**config.mk**
```make
export PLATFORM = sky130hd
export DESIGN_NAME = mem_port_arbiter
export DESIGN_NICKNAME = d
export VERILOG_FILES = /design/src/rtl/mem_port_arbiter.sv
export SDC_FILE = /design/constraint.sdc
export NUM_CORES = 1
export LEC_CHECK = 0
export ABC_CLOCK_PERIOD_IN_PS = 3400
export BUFFER_PORTS_ARGS = -buffer_cell sky130_fd_sc_hd__buf_2
export CORE_AREA = 2 2 122 124
export DETAILED_ROUTE_END_ITERATION = 12
export DIE_AREA = 0 0 124 126
export MAX_ROUTING_LAYER = met4
export SYNTH_ARGS = -nofsm -noshare
export SYNTH_HDL_FRONTEND = slang
export SYNTH_SLANG_ARGS = --single-unit
```
**constraint.sdc**
```tcl
create_clock -name clk -period 3.4 [get_ports clk]
set_clock_uncertainty 0.2 [all_clocks]
set_input_delay 0.68 -clock clk [delete_from_list [all_inputs] [get_ports clk]]
set_output_delay 0.68 -clock clk [all_outputs]
set_load 0.02 [all_outputs]
```
**src/rtl/mem_port_arbiter.sv**
```systemverilog
// mem_port_arbiter: shares one memory read/write port between the core
// data path and an external requester (loader / debug DMA).
//
// Ports
//   clk, rst            : clock, synchronous active-high reset
//   core_req/addr/we/wdata -> core_gnt, core_rvalid, core_rdata
//   ext_req/addr/we/wdata/lock -> ext_gnt, ext_rvalid, ext_rdata
//   mem_A, mem_WE, mem_W : memory port drive; mem_R : read data (+1 cycle)
//   lock_active          : external burst lock held
//   core_stall           : core requesting but not granted
//
// Arbitration is round-robin between the two requesters. The external
// requester may hold the port for a burst via ext_lock, but a burst is
// cut after MAX_BURST beats so the core cannot be starved.

module mem_port_arbiter #(
    parameter int WORD_WIDTH = 32,
    parameter int WE_WIDTH   = 4,
    parameter int MAX_BURST  = 8
) (
    input  logic                  clk,
    input  logic                  rst,

    input  logic                  core_req,
    input  logic [WORD_WIDTH-1:0] core_addr,
    input  logic [WE_WIDTH-1:0]   core_we,
    input  logic [WORD_WIDTH-1:0] core_wdata,
    output logic                  core_gnt,
    output logic                  core_rvalid,
    output logic [WORD_WIDTH-1:0] core_rdata,

    input  logic                  ext_req,
    input  logic [WORD_WIDTH-1:0] ext_addr,
    input  logic [WE_WIDTH-1:0]   ext_we,
    input  logic [WORD_WIDTH-1:0] ext_wdata,
    input  logic                  ext_lock,
    output logic                  ext_gnt,
    output logic                  ext_rvalid,
    output logic [WORD_WIDTH-1:0] ext_rdata,

    output logic [WORD_WIDTH-1:0] mem_A,
    output logic [WE_WIDTH-1:0]   mem_WE,
    output logic [WORD_WIDTH-1:0] mem_W,
    input  logic [WORD_WIDTH-1:0] mem_R,

    output logic                  lock_active,
    output logic                  core_stall
);

    localparam int CW = $clog2(MAX_BURST + 1);
    localparam logic [CW-1:0] CNT_ONE = CW'(1);
    localparam logic [CW-1:0] CNT_MAX = CW'(MAX_BURST);
    // A one-beat burst limit means a lock could never outlive its
    // first beat, so locking is disabled outright.
    localparam logic LOCK_EN = (MAX_BURST > 1);

    typedef enum logic {
        S_ARB,
        S_LOCK
    } state_e;

    typedef enum logic {
        OWN_CORE,
        OWN_EXT
    } owner_e;

    state_e        state_q, state_d;
    owner_e        last_owner_q, last_owner_d;
    logic [CW-1:0] burst_cnt_q, burst_cnt_d;
    logic          core_rd_pend_q, core_rd_pend_d;
    logic          ext_rd_pend_q, ext_rd_pend_d;

    // Raw grants before the reset mask.
    logic          core_win;
    logic          ext_win;
    logic          both_req;
    logic [CW-1:0] cnt_inc;
    logic          core_is_read;
    logic          ext_is_read;

    assign both_req     = core_req & ext_req;
    assign cnt_inc      = burst_cnt_q + CNT_ONE;
    assign core_is_read = (core_we == '0);
    assign ext_is_read  = (ext_we == '0);

    // ------------------------------------------------------------
    // Grant decision
    // ------------------------------------------------------------
    always_comb begin
        core_win = 1'b0;
        ext_win  = 1'b0;
        case (state_q)
            S_ARB: begin
                if (both_req) begin
                    // Tie goes to whoever did not own the last beat.
                    core_win = (last_owner_q == OWN_EXT);
                    ext_win  = (last_owner_q == OWN_CORE);
                end else begin
                    core_win = core_req;
                    ext_win  = ext_req;
                end
            end
            S_LOCK: begin
                ext_win = ext_req;
            end
            default: begin
                core_win = 1'b0;
                ext_win  = 1'b0;
            end
        endcase
    end

    // ------------------------------------------------------------
    // Next-state logic
    // ------------------------------------------------------------
    always_comb begin
        state_d        = state_q;
        last_owner_d   = last_owner_q;
        burst_cnt_d    = burst_cnt_q;
        core_rd_pend_d = core_win & core_is_read;
        ext_rd_pend_d  = ext_win & ext_is_read;

        if (core_win) begin
            last_owner_d = OWN_CORE;
        end
        if (ext_win) begin
            last_owner_d = OWN_EXT;
        end

        case (state_q)
            S_ARB: begin
                if (ext_win && ext_lock && LOCK_EN) begin
                    state_d     = S_LOCK;
                    burst_cnt_d = CNT_ONE;
                end
            end
            S_LOCK: begin
                if (!ext_req) begin
                    // Requester went away: release without a beat.
                    state_d = S_ARB;
                end else if (!ext_lock) begin
                    // Final beat of the burst.
                    state_d = S_ARB;
                end else begin
                    burst_cnt_d = cnt_inc;
                    // Forced yield; last_owner is already EXT so a
                    // waiting core takes the next cycle.
                    if (cnt_inc == CNT_MAX) begin
                        state_d = S_ARB;
                    end
                end
            end
            default: begin
                state_d = S_ARB;
            end
        endcase
    end

    // ------------------------------------------------------------
    // State registers
    // ------------------------------------------------------------
    always_ff @(posedge clk) begin
        if (rst) begin
            state_q        <= S_ARB;
            last_owner_q   <= OWN_EXT;
            burst_cnt_q    <= '0;
            core_rd_pend_q <= 1'b0;
            ext_rd_pend_q  <= 1'b0;
        end else begin
            state_q        <= state_d;
            last_owner_q   <= last_owner_d;
            burst_cnt_q    <= burst_cnt_d;
            core_rd_pend_q <= core_rd_pend_d;
            ext_rd_pend_q  <= ext_rd_pend_d;
        end
    end

    // ------------------------------------------------------------
    // Outputs
    // ------------------------------------------------------------
    assign core_gnt    = core_win & ~rst;
    assign ext_gnt     = ext_win & ~rst;
    assign lock_active = (state_q == S_LOCK) & ~rst;
    assign core_stall  = core_req & ~core_gnt & ~rst;

    // Idle port keeps the core's address and data on the bus.
    assign mem_A  = ext_gnt ? ext_addr : core_addr;
    assign mem_W  = ext_gnt ? ext_wdata : core_wdata;
    assign mem_WE = core_gnt ? core_we :
                    ext_gnt  ? ext_we  : '0;

    assign core_rvalid = core_rd_pend_q & ~rst;
    assign ext_rvalid  = ext_rd_pend_q & ~rst;
    assign core_rdata  = core_rvalid ? mem_R : '0;
    assign ext_rdata   = ext_rvalid ? mem_R : '0;

endmodule

```
==> implementation parameters <==
Parameter                              Value

Critical path
  Count of buffer and inverter cells on the critical path    4
  Most Frequent Cell on Critical Path    buf_2
  Reg2Reg Capture Point    ext_rd_pend_q$_SDFF_PP0_
  Setup CP Type    input pin to output port
  Startpoint of the lowest-slack register-to-register path    state_q$_SDFF_PP0_
  Critical Path RT    2.52 ns
  Path depth of the worst reg2reg path    5
  Slowest cell delay on critical path    roughly 0.36 ns
  Critical path's slowest cell    mux2_2
  CP Data Arrival Time    2.23 ns
  CP endpoint kind    output port
  CP top delay family    buffers and inverters
  Register-to-register path setup slack    1.73 ns
  Startpoint type of the worst setup path    input pin
  Series of cell instances along the critical path    buf_2, and3b_1, nor3b_4, buf_12, buf_4, mux2_2, buf_2
  Biggest fanout along the worst timing path    21

Logic synthesis
  Seq/Total Area, Yosys    8.73%
  Most area-consuming cells after synthesis    mux2_4, and2_1, mux2_2
  Summed instance area of the synthesized netlist    about 0.0018 sq mm
  Mean instance size in the synthesized netlist    9.51 sq um
  Cell taking the most area after synthesis    mux2_4
  #FFs+latches synth    8
  Count of flip-flops with a built-in enable after synthesis    0
  Count of different cell masters after synthesis    30
  Post-synthesis instance total    193
  Number of warnings reported in the yosys synthesis log    0
  Fraction of synthesized cell area taken by the top area cell type    32.7%
  Share of async-settable or async-resettable flops after synthesis    0%
  Commonest cells in the synthesized netlist    and2_1, mux2_4, mux2_2
  Prevailing post-synth register cell    dfxtp_1
  Net Count, Synth    367
  Dominant cell by count in the synthesized netlist    and2_1

Layout
  Final core utilization    25.6%
  Area taken by multi-input logic gates    approximately 0.0016 sq mm
  Filler instances    1,586
  Post-layout instance area    0.00367 sq mm
  Post-layout net count    around 680
  Register area    160 sq um
  Layout cells sized above 1    76.6%
  Synthesis-to-layout area growth    99.9%

Clock tree
  Number of clock sinks    8
  Number of buffers inserted by hold repair at cts    0
  Number of gates resized after cts    0
  TritonCTS buffer count    3
  Clock tree from TritonCTS    yes
  Cell chosen for the clock root    clkbuf_16
  Buffer depth of the longest clock path    2
  Skew-Pair Late Insertion Delay    0.23 ns
  Number of levels in the clock H-tree    1
  Post-CTS repair timing setup buffer count    0
  Clock input transition at the sequential cells of the worst setup and hold paths    0.04 ns

Worst hold path
  Launch point of the worst hold path    burst_cnt_q[2]$_SDFFE_PP0P_
  Worst hold endpoint    burst_cnt_q[2]$_SDFFE_PP0P_
  Min-Delay Path Class    flop to flop
  Cell depth of the worst hold path    2

GRT
  Total congestion overflow after global routing    0
  Antenna violations before repair    1
  Largest net degree at the start of global routing    34
  Aggregate global-route resource usage    9.98%
  First-pass GRT wire length    12,100 um
  Vias in the first global route    2,428

Floorplanning
  Die Wd    124 um
  Die height    126 um
  Die area    0.0156 sq mm
  Ports    about 310
  Core Region    0.0143 sq mm
  Row Count    44
  Initial cell density of the core    12.8%

Power and ir drop
  Pwr per Cell Area    190 mW/mm^2
  Maximum VDD drop    0.223 mV
  Leakage    2.16 nW

Drt
  Via count normalized by instance count    3.80
  Total via count in the routed design    around 2.6k
  Total wirelength of the detailed-routed design    about 8400 um
  Violation count after the first detailed-route iteration    93
  Antenna Nets Post-Route    0
  Iteration count of the initial detailed-routing pass    4
  Remaining routing DRC violations    0
  Per-cell routed wire length    12.3 um

Timing
  Final count of pins violating max slew    0
  Achievable Freq    322 MHz
  Minimum period implied by the final worst setup slack    between 3 and 4 ns
  Fin Hold WS    ~0.31 ns
  Fraction of the cycle the final worst path needs    91.4%
  Final hold violation count    0
  Transition time of the tightest slew-check pin    0.297 ns
  Rel. slew slack    80.0%
  Setup-failing EPs final    0
  Fin Setup TNS    0 ns
  RSZ-0062 raised after global routing    no

Placed design
  Instance area after placement    between 0.003 and 0.004 sq mm
  Count of input and output buffers    310
  Placer's final routability congestion estimate    0.851
  Half-perimeter wire length after placement    7470 um

Run status
  Run status    completed

Run
  Max Cap Violations    0
## metal layers
| layer | wire, um | global-route usage (%) | vias to the layer above |
|---|---|---|---|
| met5 | 0 | - | - |
| li1 | - | - | 1286 |
| met3 | 778 | 2.81 | 6 |
| met2 | 4070 | 16.7 | 125 |
| met1 | 3530 | 12.1 | 1186 |
| met4 | 53 | 1.45 | 0 |
## registers in the layout, indices dropped and copies added, names as in the netlist
name            cells
state_q             1
burst_cnt_q         4
ext_rd_pend_q       1
last_owner_q        1
core_rd_pend_q      1
## worst min-delay path, delay by kind of cell, from the launching register on
kind | cells | cell delay [ns]
compound gates | 2 | 0.13
flops | 1 | 0.32
## through the flow
stage | power, mW | setup WS (ns) | instances
after floorplan | 0.330 | 0.151 | 193
after global placement | 0.502 | 0.322 | 681
after detailed placement | 0.504 | 0.292 | 681
after CTS | 0.702 | 0.288 | 684
after global routing | 0.735 | 0.230 | 685
final | 0.699 | 0.294 | 685
## layout make-up
cell class / count / share of cell area, %
timing repair buffer: 320 / 45.0
antenna: 1 / 0.0682
tap: 184 / 6.27
sequential: 8 / 4.36
clock buffer: 3 / 2.05
multi-input combinational: 169 / 42.2
## how the worst max path moves through the flow
| stage | slack [ns] | to | from | cells after the start |
|---|---|---|---|---|
| after floorplan | 0.15 | mem_WE[0] | rst | 3 |
| after global placement | 0.32 | mem_A[24] | core_req | 7 |
| after detailed placement | 0.29 | mem_A[23] | core_req | 7 |
| after CTS | 0.29 | mem_A[23] | core_req | 7 |
| after global routing | 0.23 | mem_A[22] | core_req | 7 |
| final | 0.29 | mem_A[23] | core_req | 7 |
## logic make-up after synthesis
logic type      Yosys count  share of synthesized area (%)
xor+xnor                  1                          0.477
flops                     8                           8.73
buf+inv                  16                           6.82
compound gates           13                           4.91
mux                      64                           47.4
fa+ha+maj                 1                          0.682
simple gates             90                           30.9
## report_power, final
part	leakage (nW)	internal [mW]	switching, mW
Sequential	0.0650	0.0968	0.00201
Combinational	2.05	0.208	0.195
Clock	0.0370	0.152	0.0452
## cell usage in the layout, fill, tap and decap left out
cell type	n
o21ai_0	2
a31oi_1	1
and3b_1	1
nand2_1	3
mux2_2	18
buf_12	2
buf_4	8
mux2_4	40
ha_1	1
o31ai_1	1
and2_1	66
nor3b_1	1
xnor2_1	1
nor4b_1	1
or3_1	3
a41oi_1	1
nor3b_4	1
nor2_1	2
a22o_1	4
mux2_1	6
nand4_1	1
nand3_1	3
o21bai_1	1
nor4_1	2
dfxtp_1	8
nor2b_1	5
clkbuf_16	3
a21oi_1	3
buf_2	310
or3b_2	1
diode_2	1
Note: power is estimated with default switching activity, not from simulation.
